==> src/rtl/disp_pkg.sv <==
// Shared types and helpers for the display-source sequencer.
package disp_pkg;

  typedef enum logic [1:0] {SHOW, BLANK, OVR} state_t;

  localparam int unsigned DIG_W_DEF = 4;
  localparam logic [DIG_W_DEF-1:0] DIG_BLANK = '0;

  // LSB position of digit `dig` of channel `ch` on the packed source bus.
  function automatic int unsigned field_lsb(input int unsigned ch, input int unsigned dig,
                                            input int unsigned num_dig, input int unsigned dig_w);
    return (ch * num_dig + dig) * dig_w;
  endfunction

endpackage

==> src/rtl/blink_timer.sv <==
// Free-running blink phase generator; restart clears to the start of a visible half-period.
module blink_timer #(
  parameter int unsigned BLINK_HALF = 25000000
) (
  input  logic CLK,
  input  logic RST,
  input  logic restart,
  output logic phase
);

  localparam int unsigned W = (BLINK_HALF > 1) ? $clog2(BLINK_HALF) : 1;
  localparam logic [W-1:0] LAST = W'(BLINK_HALF - 1);

  logic [W-1:0] cnt;

  always_ff @(posedge CLK or posedge RST) begin
    if (RST) begin
      cnt   <= '0;
      phase <= 1'b0;
    end else if (restart) begin
      cnt   <= '0;
      phase <= 1'b0;
    end else if (cnt == LAST) begin
      cnt   <= '0;
      phase <= ~phase;
    end else begin
      cnt <= cnt + W'(1);
    end
  end

endmodule

==> src/rtl/disp_src_sequencer.sv <==
// Registered display-source selector with override path, blanked switch-over and edit blink.
module disp_src_sequencer
  import disp_pkg::*;
#(
  parameter int unsigned NUM_CH       = 3,
  parameter int unsigned NUM_DIG      = 4,
  parameter int unsigned DIG_W        = DIG_W_DEF,
  parameter int unsigned BLANK_CYCLES = 4,
  parameter int unsigned BLINK_HALF   = 25000000,
  localparam int unsigned CH_W        = (NUM_CH > 1) ? $clog2(NUM_CH) : 1
) (
  input  logic                              CLK,
  input  logic                              RST,
  input  logic [NUM_CH-1:0]                 SEL_ONEHOT,
  input  logic [NUM_CH*NUM_DIG*DIG_W-1:0]   CH_DATA,
  input  logic                              OVR_EN,
  input  logic [NUM_DIG*DIG_W-1:0]          OVR_DATA,
  input  logic [NUM_DIG-1:0]                EDIT_MASK,
  output logic [NUM_DIG*DIG_W-1:0]          DISP_DATA,
  output logic [NUM_DIG-1:0]                DISP_BLANK,
  output logic [CH_W-1:0]                   ACTIVE_CH,
  output logic                              SWITCHING
);

  localparam int unsigned GRP_W  = NUM_DIG * DIG_W;
  localparam int unsigned CNT_W  = (BLANK_CYCLES > 1) ? $clog2(BLANK_CYCLES) : 1;
  localparam int unsigned RELOAD = (BLANK_CYCLES > 0) ? BLANK_CYCLES - 1 : 0;

  state_t             state;
  logic [CNT_W-1:0]   cnt;
  logic [CH_W-1:0]    target;
  logic               found;
  logic [GRP_W-1:0]   act_grp;
  logic               edit_nz_q;
  logic               blink_restart;
  logic               blink_phase;

  // Lowest-index set bit wins; no bit set falls back to channel 0.
  always_comb begin
    target = '0;
    found  = 1'b0;
    for (int unsigned i = 0; i < NUM_CH; i++) begin
      if (SEL_ONEHOT[i] && !found) begin
        target = CH_W'(i);
        found  = 1'b1;
      end
    end
  end

  always_comb begin
    act_grp = '0;
    for (int unsigned c = 0; c < NUM_CH; c++) begin
      if (ACTIVE_CH == CH_W'(c)) act_grp = CH_DATA[field_lsb(c, 0, NUM_DIG, DIG_W) +: GRP_W];
    end
  end

  always_comb blink_restart = (|EDIT_MASK) & ~edit_nz_q;

  blink_timer #(.BLINK_HALF(BLINK_HALF)) u_blink (
    .CLK     (CLK),
    .RST     (RST),
    .restart (blink_restart),
    .phase   (blink_phase)
  );

  always_ff @(posedge CLK or posedge RST) begin
    if (RST) begin
      state      <= SHOW;
      cnt        <= '0;
      ACTIVE_CH  <= '0;
      DISP_DATA  <= {NUM_DIG{DIG_W'(DIG_BLANK)}};
      DISP_BLANK <= '0;
      SWITCHING  <= 1'b0;
      edit_nz_q  <= 1'b0;
    end else begin
      edit_nz_q <= |EDIT_MASK;
      if (OVR_EN) begin
        state      <= OVR;
        DISP_DATA  <= OVR_DATA;
        DISP_BLANK <= '0;
        SWITCHING  <= 1'b0;
      end else begin
        case (state)
          SHOW: begin
            DISP_DATA  <= act_grp;
            DISP_BLANK <= EDIT_MASK & {NUM_DIG{blink_phase}};
            SWITCHING  <= 1'b0;
            if (target != ACTIVE_CH) begin
              ACTIVE_CH <= target;
              if (BLANK_CYCLES > 0) begin
                state <= BLANK;
                cnt   <= CNT_W'(RELOAD);
              end
            end
          end
          BLANK: begin
            DISP_DATA  <= act_grp;
            DISP_BLANK <= '1;
            SWITCHING  <= 1'b1;
            // A retarget restarts the dark window even on its final cycle.
            if (target != ACTIVE_CH) begin
              ACTIVE_CH <= target;
              cnt       <= CNT_W'(RELOAD);
            end else if (cnt == '0) begin
              state <= SHOW;
            end else begin
              cnt <= cnt - CNT_W'(1);
            end
          end
          OVR: begin
            DISP_DATA  <= OVR_DATA;
            DISP_BLANK <= '0;
            SWITCHING  <= 1'b0;
            ACTIVE_CH  <= target;
            if (BLANK_CYCLES > 0) begin
              state <= BLANK;
              cnt   <= CNT_W'(RELOAD);
            end else begin
              state <= SHOW;
            end
          end
          default: state <= SHOW;
        endcase
      end
    end
  end

endmodule

==> config.mk <==
export PLATFORM = sky130hd
export DESIGN_NAME = disp_src_sequencer
export DESIGN_NICKNAME = d
export VERILOG_FILES = /design/src/rtl/disp_pkg.sv /design/src/rtl/blink_timer.sv /design/src/rtl/disp_src_sequencer.sv
export SDC_FILE = /design/constraint.sdc
export NUM_CORES = 1
export LEC_CHECK = 0
export CAP_MARGIN = 20
export CORE_ASPECT_RATIO = 1.25
export CORE_UTILIZATION = 45
export CTS_CLUSTER_DIAMETER = 40
export CTS_CLUSTER_SIZE = 12
export DETAILED_ROUTE_END_ITERATION = 8
export PLACE_DENSITY_LB_ADDON = 0.15
export SLEW_MARGIN = 20
export SYNTH_ARGS = -nofsm -noshare
export SYNTH_HDL_FRONTEND = slang
export SYNTH_SLANG_ARGS = --single-unit
==> constraint.sdc <==
create_clock -name CLK -period 3.42 [get_ports CLK]
set_input_delay 0.855 -clock CLK [delete_from_list [all_inputs] [get_ports CLK]]
set_output_delay 0.855 -clock CLK [all_outputs]
set_load 0.1 [all_outputs]
**After elaboration in Yosys (flattened, before gate mapping)**

Cells that the tools add are included.
Widths: inputs -> output; s select.

- Flip-flop bits (word level): 54
- Input bits: 74
- Output and inout port bits: 23
- Word-level logic and storage cells: 75

- $add $sub $neg: 2
- Equal/unequal tests: 12
- Mux-type cells: 28
- Bitwise operators: 5
- Reductions and logical operators: 19

Operators with widths:

| cell | number |
|---|---|
| $mux 16 | 4 |
| $mux 25 | 2 |
| $pmux 16 s2 | 1 |
| $add 25x1->25 const B | 1 |
| $eq 25x25->1 const B | 1 |
| $mux 2 | 9 |
| $ne 3x3->1 const B | 4 |
| $pmux 2 s3 | 2 |
| $pmux 4 s3 | 1 |
| $reduce_bool 3->1 | 3 |
| $logic_not 2->1 | 3 |
| $mux 1 | 6 |
| $reduce_and 3->1 | 2 |
| $and 4x4->4 | 1 |
| $eq 2x1->1 const B | 2 |
| $eq 2x2->1 const B | 2 |
| $mux 4 | 1 |
| $pmux 2 s2 | 1 |
| $reduce_and 4->1 | 1 |
| $reduce_bool 2->1 | 2 |
| $reduce_bool 4->1 | 1 |
| $reduce_or 2->1 | 2 |
| $reduce_or 4->1 | 1 |
| $not 1->1 | 3 |
| other kinds (8) | 10 |

**Logic depth before layout (Yosys ltp)**

Gate-level depths: netlist (run 1).

- Depth after elaboration: 11
- Gate-level depth with buffers: 7
- Mapped depth without buffers: 6

**Modules after synthesis**

From an unflattened synthesis (run 1), not the netlist that was laid out.

- Cells, all modules: 320
- Area, all modules: 2,935.3 um^2

Modules (own cells, without submodules):

| module | instances | cells an instance | area each (um^2) | sequential area each (um^2) |
|---|---|---|---|---|
| disp_src_sequencer | 1 | 180 | 1,636.6 | 700.7 |
| blink_timer | 1 | 140 | 1,298.7 | 650.6 |

**Worst setup path after synthesis (run 1)**

No wires, ideal clock.

- Kind: flip-flop to flip-flop
- From: register ACTIVE_CH[0]
- To: register ACTIVE_CH[0]
- Library setup time: 0.125 ns
- Arrival time: 2.194 ns
- Required time: 3.295 ns
- Slack: 1.102 ns
- Stages on the path, launching flop included: 8
- Buffers on the path: 2
- Period minus slack after synthesis: 2.318 ns
- Path through: dfrtp_1 buf_2 nor2b_1 buf_2 and2_1 nor2_1 o21a_1 mux2_2

- Cells in the longest elaborated chain, start to end: 3

Ends and longest elaborated chain:

| element | RTL line | source |
|---|---|---|
| start, declared | disp_src_sequencer.sv:21 | `output logic [CH_W-1:0] ACTIVE_CH,` |
| start signal, assigned | disp_src_sequencer.sv:89 | `ACTIVE_CH <= target;` |
| start signal, assigned | disp_src_sequencer.sv:102 | `ACTIVE_CH <= target;` |
| start signal, assigned | disp_src_sequencer.sv:114 | `ACTIVE_CH <= target;` |
| $ne 2x2->1 | disp_src_sequencer.sv:88, disp_src_sequencer.sv:101 |  |
| $ne 2x1->1 (no line) | - |  |
| $reduce_and 3->1 (no line) | - |  |

Every way passes these cells.
A chain may end at the register's enable or synchronous reset.

**Final worst setup path (run 1)**

- From: input OVR_EN
- To: register DISP_BLANK[0]

- Cells in the longest elaborated chain, start to end: 1
- Elaborated cells on any way between the ends: 2
- Classes of those cells: mux (1); reduce/logical (1)

Ends and longest elaborated chain:

| element | RTL line | source |
|---|---|---|
| start, declared | disp_src_sequencer.sv:16 | `input logic OVR_EN,` |
| $reduce_bool 4->1 (no line) / $mux 4 (equally long branches) | - |  |
| end signal, assigned | disp_src_sequencer.sv:86 | `DISP_BLANK <= EDIT_MASK & {NUM_DIG{blink_phase}};` |
| end, declared | disp_src_sequencer.sv:20 | `output logic [NUM_DIG-1:0] DISP_BLANK,` |

Several ways; a longest one is shown, not always the timed one.

==> metrics list, run 1 <==
- Status: finished, final reports clean
- The initial utilization of the core area, before any placement, comes to 47.2%.
- CTS clk-pin slew, worst paths: roughly 0.11 ns
* Port Buffers: 96
- Final cell area excluding filler cells: around 4000 um^2
- Post-CTS repair changed the size of 0 cells.
* Number of standard-cell rows in the floorplan: 32
- For flop-to-flop paths, the worst setup slack is roughly 1.3 ns.
- After the first detailed-routing iteration, the DRC count stood at 103.
- Measured along the x axis, the die boundary spans ~74 um.
* Top flip-flop cell by instance count after synthesis: sky130_fd_sc_hd__dfrtp_1
- Clock tree from TritonCTS: done
- Worst setup path startpoint: OVR_EN
- Proportion of synthesized chip area in sequential cells: 45.8%
* Area of placed instances: 3920 um^2
- The region available for standard cell placement spans 6250 um^2.
* Sequential cell fraction of total power: between 30% and 40%
* Startpoint-to-endpoint class of the critical path: in -> reg
- Dividing the final minimum period by the clock period gives 73.5%.
- Hold Fails Final Rpt: 0
- During I/O placement, the number of pins put on the boundary was 97.
* Standby leakage power: 1.73 nW
- The number of global-route vias before repair is 2691.
* Detailed Place HPWL: 5.90 mm
* Post-synthesis async set-or-reset flop share: 100%
- For this run the aggregate overflow at the end of global routing stands at 0.
- Setup violations remaining at the end of the flow were counted as 0.
- Antenna violations before repair: 0
* Initial DRT Pass Iterations: 4
* Routability cong.: 0.801
- Number of vias in the routed layout: around 2600
- Total number of clock tree sinks: 54
- Wire length after detailed routing: 7.77 mm
- Cell-internal power: 0.00133 W
- The die covers 6880 um^2.
* Netlist cell types: 42
- For this design the ratio of total power to cell area is around 670 nW/um^2.
* WL per Instance: 15.9 um
- The average instance in the mapped netlist occupies 9.57 um^2.
- GRT Total Usage: 24.2%
* Maximum clock skew at final layout: 0.0173 ns
- Cell area after technology mapping: 2950 um^2
- Count of antenna-violating nets left after detailed routing: 0
- Across the run, the number of max-cap violations was 0.
* Reg-to-reg endpoint: u_blink.cnt[13]
* Number of design rule violations left after detail routing: 0
- CP startpoint kind: primary input
- Launch instance of the worst register-to-register path: u_blink.cnt[9]
- Switching power: 0.00135 W
* Setup TNS: 0 ns
- Post-cts hold buffer count: 0
- Clock share of power: 13.8%
* Worst reg-to-reg path cell count: 5
* Layout overhead on the synthesized area: 36.1%
* Final instance count without filler cells: 489
- Number of max-slew violations in the final report: 0
- Ant. Diodes: 0
* Clock latency of the later-clocked register in the worst-skew pair: 0.31 ns
- Termination of the worst setup path: DISP_BLANK[0]
* Required @ worst endpoint: 3.64 ns
- The worst path in the final design needs a cycle of 2.51 ns, including I/O delays and setup.
* Peak fanout along the critical path: 17
- Yosys printed 0 warnings.
- Achievable clock frequency: approximately 400 MHz
* Number of synthesized flops with an enable pin: 0
- The final layout contains 483 nets.
- Counting tap cells, the placed design contains a total of 481 instances.
* Hold crit path type: reg -> reg
- Switching share of power: 50.4%
- Vertical extent of the die: 92.5 um
- Combinational cell fraction of total power: 52.3%
* Number of H-tree levels: 2
* Share of cells above drive strength 1: between 10% and 20%
- STA classifies the critical path endpoint as a flip-flop.
- Measured against its own limit, the worst slew margin works out to a little under half.
- Synthesis produced a netlist whose cell count is 308.
* Number of buffers inserted by post-CTS setup repair: 0
* Setup repair after global routing missed its margin: no
- Worst VDD drop: 0.334 mV
- Number of nets in the synthesized netlist: 388
- The first global-routing pass estimated 12.7 mm of wire.
- Synthesis inferred 54 register bits.
- Dividing the detail-routed via count by the number of cells gives 5.26.
* Pin count of the biggest net entering global routing: 29
- The number of clock buffers added by TritonCTS is 5.
* Clock root buffer master: sky130_fd_sc_hd__clkbuf_8
- Max clock buf depth: 2
- Crit path arrival time: around 2.7 ns
- At the pin with the least slew margin, the transition time is ~0.8 ns.
[stage by stage]
| stage | power, W | hold slack [ns] | setup WS [ns] | utilization (%) |
|---|---|---|---|---|
| after detailed placement | 0.00233 | 0.488 | 0.585 | 62.7 |
| after global placement | 0.00230 | 0.474 | 0.649 | 62.7 |
| after floorplan | 0.00195 | 0.469 | 1.10 | - |
| final | 0.00268 | 0.511 | 0.907 | 64.2 |
| after CTS | 0.00270 | 0.512 | 0.908 | 64.2 |
| after global routing | 0.00283 | 0.534 | 0.722 | 64.2 |
[critical path, cell delays in order]
cell,delay (ns)
sky130_fd_sc_hd__clkdlybuf4s50_1,0.67
sky130_fd_sc_hd__nor2_1,0.07
sky130_fd_sc_hd__buf_4,0.20
sky130_fd_sc_hd__nand2_1,0.47
sky130_fd_sc_hd__nand2_1,0.20
sky130_fd_sc_hd__o21ai_0,0.27
[metal layers]
layer  up-vias  part of all wire (%)  global-route usage, %
li1       1267                     -                      -
met1      1219                    40                   28.3
met2        71                    50                   41.4
met3        16                   7.1                   6.20
met4         0                   2.7                   9.28
met5         -                     0                      0
[registers in the layout (all words and copies together), names as in the netlist]
name           flops
u_blink.cnt       25
DISP_DATA         16
DISP_BLANK         4
ACTIVE_CH          2
cnt                2
state              2
SWITCHING          1
edit_nz_q          1
u_blink.phase      1
[cells by family (layout without fill, tap and decap cells)]
group	after synthesis	count (layout)	synth area share, %
AO/OA/AOI/OAI	66	66	12.5
XOR/XNOR	24	24	7.13
adder cells (fa/ha/maj)	6	6	2.55
buffers and inverters	21	117	4.12
flip-flops	54	54	45.8
multiplexers	20	20	6.87
AND/OR/NAND/NOR	117	117	21.0
[cells in the final DEF (no fill, tap or decap), types with 2 or more instances in the layout]
cell type / count
sky130_fd_sc_hd__clkdlybuf4s50_1: 73
sky130_fd_sc_hd__dfrtp_1: 54
sky130_fd_sc_hd__nor2_1: 54
sky130_fd_sc_hd__a21oi_1: 38
sky130_fd_sc_hd__buf_4: 27
sky130_fd_sc_hd__mux2i_1: 18
sky130_fd_sc_hd__xor2_1: 17
sky130_fd_sc_hd__o22ai_1: 16
sky130_fd_sc_hd__nand3_1: 14
sky130_fd_sc_hd__nand2_1: 14
sky130_fd_sc_hd__o21ai_0: 7
sky130_fd_sc_hd__inv_1: 7
sky130_fd_sc_hd__xnor2_1: 7
sky130_fd_sc_hd__ha_1: 6
sky130_fd_sc_hd__clkbuf_8: 6
sky130_fd_sc_hd__nor3_1: 5
sky130_fd_sc_hd__nand4_1: 5
sky130_fd_sc_hd__nor2b_1: 3
sky130_fd_sc_hd__and4_1: 3
sky130_fd_sc_hd__nand2b_1: 2
sky130_fd_sc_hd__mux2_2: 2
sky130_fd_sc_hd__nor4b_1: 2
sky130_fd_sc_hd__nor4_4: 2
sky130_fd_sc_hd__and3_1: 2
[cell type report]
type	count	area, um^2
Sequential cell	54	1350
Inverter	8	30.0
Fill cell	538	2230
Tap cell	85	106
Timing Repair Buffer	101	953
Clock inverter	2	12.5
Multi-Input combinational cell	233	1480
Clock buffer	6	82.6
[cell usage after synthesis (2+ instances only)]
| cell type | instances | share of area [%] |
|---|---|---|
| sky130_fd_sc_hd__and3_1 | 2 | 0.42 |
| sky130_fd_sc_hd__dfrtp_1 | 54 | 46 |
| sky130_fd_sc_hd__o21ai_0 | 7 | 1.2 |
| sky130_fd_sc_hd__mux2_2 | 2 | 0.76 |
| sky130_fd_sc_hd__nor2b_1 | 3 | 0.64 |
| sky130_fd_sc_hd__xor2_1 | 17 | 5.0 |
| sky130_fd_sc_hd__xnor2_1 | 7 | 2.1 |
| sky130_fd_sc_hd__clkbuf_1 | 4 | 0.51 |
| sky130_fd_sc_hd__mux2i_1 | 18 | 6.1 |
| sky130_fd_sc_hd__nand3_1 | 14 | 2.4 |
| sky130_fd_sc_hd__a21oi_1 | 38 | 6.4 |
| sky130_fd_sc_hd__ha_1 | 6 | 2.5 |
| sky130_fd_sc_hd__o22ai_1 | 16 | 3.4 |
| sky130_fd_sc_hd__nand4_1 | 5 | 1.1 |
| sky130_fd_sc_hd__nor3_1 | 5 | 0.85 |
| sky130_fd_sc_hd__inv_1 | 8 | 1.0 |
| sky130_fd_sc_hd__nor4_4 | 2 | 1.4 |
| sky130_fd_sc_hd__nand2b_1 | 2 | 0.42 |
| sky130_fd_sc_hd__nor4b_1 | 2 | 0.59 |
| sky130_fd_sc_hd__nand2_1 | 14 | 1.8 |
| sky130_fd_sc_hd__nor2_1 | 54 | 6.9 |
| sky130_fd_sc_hd__buf_8 | 2 | 1.0 |
| sky130_fd_sc_hd__buf_6 | 2 | 0.76 |
| sky130_fd_sc_hd__and4_1 | 3 | 0.89 |
| sky130_fd_sc_hd__buf_2 | 4 | 0.68 |
[worst min path at each step]
stage,from,end,slack [ns],cells after the start
final,DISP_BLANK[2],DISP_BLANK[2],0.51,2
after global routing,DISP_BLANK[2],DISP_BLANK[2],0.53,2
after CTS,DISP_BLANK[1],DISP_BLANK[1],0.51,2
after detailed placement,DISP_BLANK[1],DISP_BLANK[1],0.49,2
after global placement,DISP_BLANK[0],DISP_BLANK[0],0.47,2
after floorplan,u_blink.cnt[0],u_blink.cnt[0],0.47,1
[power groups by stage]
stage | Clock, W | Sequential [W] | Combinational [W]
2_1_floorplan | 0 | 0.00150 | 0.000442
3_3_place_gp | 0 | 0.000913 | 0.00139
3_5_place_dp | 0 | 0.000921 | 0.00140
4_1_cts | 0.000385 | 0.000909 | 0.00141
5_1_grt | 0.000412 | 0.000932 | 0.00148
6_report | 0.000370 | 0.000908 | 0.00140
Note: power is estimated with default switching activity, not from simulation.
==> run 2: changes to the inputs <==
==> constraint.sdc (replaced) <==
create_clock -name CLK -period 2.34 [get_ports CLK]
set_input_delay 0.585 -clock CLK [delete_from_list [all_inputs] [get_ports CLK]]
set_output_delay 0.585 -clock CLK [all_outputs]
set_load 0.1 [all_outputs]
==> run 2 against run 1 <==
Effect of this change:
- final cell count up 0.82%
- worst setup slack worse by 0.57 ns
- via count down 1.3%
- clock skew fell by 0.0030 ns
- sequential share of layout area down 0.73 points
- first-iteration DRC count decreased by 25%
- global-route usage decreased by 1.3 points
- cell area up 2.2%
==> metrics list, run 2 (synthesized netlist as in run 1, its figures left out) <==
* Die outline area: between 6000 and 7000 um^2
* Max clock buf depth: 2
* Antenna violations before repair: 0
- Number of stages on the worst setup path: 6
* WL per Instance: about 15 um
- The critical path starts at EDIT_MASK[0].
- In this design, the stage delay of the slowest critical-path cell is 0.54 ns.
- At the pin with the least slew margin, the transition time is 0.649 ns.
* Via count of the first global-routing pass: 2563
- Once detailed placement completed, the half-perimeter wirelength came to 5.51 mm.
* Setup TNS: 0 ns
- Vias per Instance: around 5.2
* Initial Utilization: 47.2%
- Maximum clock skew at final layout: 0.0143 ns
- Total power draw: 0.00404 W
- The area growth from synthesis to layout is 39.1%.
- The worst setup path is launched from a primary input.
- For this run, design rule violations remaining after detail routing come to 0.
- Post-CTS repair changed the size of 0 cells.
* Post-cts hold buffer count: 0
- Pin count of the biggest net entering global routing: 55
* Sort of element at the end of the critical path: flip-flop
- Die boundary width: 74.4 um
- Routability-driven placement finished with a final weighted congestion of 0.781.
- Global routing finished with a remaining overflow of 0.
- CTS clk-pin slew, worst paths: ~0.10 ns
* Setup repair after global routing missed its margin: no
- Number of buffers inserted during clock tree synthesis: 5
- Starting DRC count in detailed routing: 77
- Worst VDD drop: roughly 0.74 mV
* Most common cell after layout, fill and taps aside: sky130_fd_sc_hd__clkdlybuf4s50_1
- The routed design could run at a clock period as short as 2.00 ns.
* Crit path arrival time: ~2.2 ns
- Slew headroom: a little under three fifths
* Tightest hold margin: 0.496 ns
* Count of max-cap constraint violations: 0
* Worst reg-to-reg path cell count: 6
- Clock root buffer master: sky130_fd_sc_hd__clkbuf_8
* Critical path's top delay family: simple AND/OR/NAND/NOR gates
- In this run the vertical extent of the chip is 92.5 um.
- Number of vias in the routed layout: 2540
- CTS built an H-tree with a depth of 2.
- Standby leakage power: 1.77 nW
- The worst hold path was traced through 2 stages.
* Buffers & Inverters on Critical Path: 2
- In this run the count of I/O pins placed on the die edge is a little under 100.
- Count of final setup violators: 0
- Dividing the final minimum period by the clock period gives 85.5%.
- Share of cells above drive strength 1: 12.7%
- Peak fanout along the critical path: 25
* Termination of the worst setup path: u_blink.cnt[3]
- Critical path cell sequence: clkdlybuf4s50_1 > or4_4 > nor2b_4 > or2_1 > buf_12 > nor2_1
* Clock latency of the later-clocked register in the worst-skew pair: 0.31 ns
- In the layout the commonest cells are sky130_fd_sc_hd__clkdlybuf4s50_1, sky130_fd_sc_hd__dfrtp_1, sky130_fd_sc_hd__nor2_1.
- CTS saw 54 sinks.
* GRT Total Usage: between 20% and 30%
- Reg-to-reg setup timing slack: 0.34 ns
- STA puts the critical path data required time at 2.57 ns.
* Max reg flops: 25
* Area occupied by registers: 1350 um^2
- Number of buffers inserted by post-CTS setup repair: 0
- The first detailed-routing pass took 4 iterations.
* Count of antenna-violating nets left after detailed routing: 0
- In the final layout, the multi-input gates occupy roughly 1500 um^2.
* Most flop-heavy register: u_blink.cnt
- In this run the worst hold path is classified as reg -> reg.
* Layout Nets: 487
- Wires add up to 7.46 mm.
- Startpoint-to-endpoint class of the critical path: in -> reg
- PD cells: 986 nW/um^2
- After floorplanning, the core was divided into 32 placement rows.
* Number of max-slew violations in the final report: 0
- TritonCTS built the clock tree.
- Leading registers by flop count: u_blink.cnt (25), DISP_DATA (16), DISP_BLANK (4)
- The flow ran to the end, and the final reports show no timing, DRC or antenna violations.
- Achievable clock frequency: roughly 500 MHz
* Port Buffers: 96
- In this run the critical register-to-register path is captured at DISP_BLANK[2].
- The startpoint identified for the worst register-to-register timing path is state[1].
* Hold Fails Final Rpt: 0
* Ant. Diodes: 0
* Placeable Area: 6250 um^2
* First-pass GRT wire length: 12.1 mm
- The slowest stage of the critical path is the sky130_fd_sc_hd__or4_4 cell.
- Fill cell instance count of the final layout: 558
==> run 2: cell types whose count changed in the layout (fill, tap and decap cells not counted), sizes merged <==
cell      previous run  this run
clkbuf               6         5
inv                  8         9
buf                 28        32
bufinv               0         1
clkinvlp             1         0
==> run 2: how the worst min path moves through the flow <==
stage	slack, ns	end	from
detailed placement	0.48	DISP_BLANK[1]	DISP_BLANK[1]
global route	0.52	DISP_BLANK[1]	DISP_BLANK[1]
global placement	0.47	DISP_BLANK[0]	DISP_BLANK[0]
finish	0.50	DISP_BLANK[1]	DISP_BLANK[1]
CTS	0.50	DISP_BLANK[1]	DISP_BLANK[1]
floorplan	0.47	u_blink.cnt[0]	u_blink.cnt[0]
==> run 2: worst reg2reg max path, cell delays in order (launching register included) <==
cell and delay, ns:
sky130_fd_sc_hd__dfrtp_1 0.42, sky130_fd_sc_hd__inv_1 0.10, sky130_fd_sc_hd__ha_1 0.31, sky130_fd_sc_hd__nor2_1 0.11, sky130_fd_sc_hd__nand2_1 0.50, sky130_fd_sc_hd__nand2_1 0.23, sky130_fd_sc_hd__o21ai_0 0.23
==> run 2: routing by layer <==
layer	wire length, um	part of all wire (%)	track usage (%)
met2	3640	49	38.8
met3	582	7.8	4.90
met5	0	0	0
met1	3110	42	28.6
met4	129	1.7	6.60
==> run 2: stage by stage <==
stage	instances	util [%]	cell area [um^2]	setup WS (ns)
detailed placement	485	63.8	3990	0.0227
floorplan	308	-	2950	0.0218
finish	493	65.7	4100	0.340
global placement	485	63.8	3990	0.0642
global route	493	65.7	4100	0.116
CTS	493	65.7	4100	0.345
==> run 2: area by class of cell <==
type / count / area share (%)
clock buffers: 5 / 1.68
clock inverters: 3 / 1.16
inverters: 8 / 0.732
multi-input cells: 233 / 36.0
flip-flops and latches: 54 / 32.9
well taps: 85 / 2.59
repair buffers: 105 / 24.9
==> run 2: power breakdown <==
part	switching (W)	internal, W
clock network	0.000310	0.000324
registers	0.000175	0.00112
logic	0.00149	0.000616
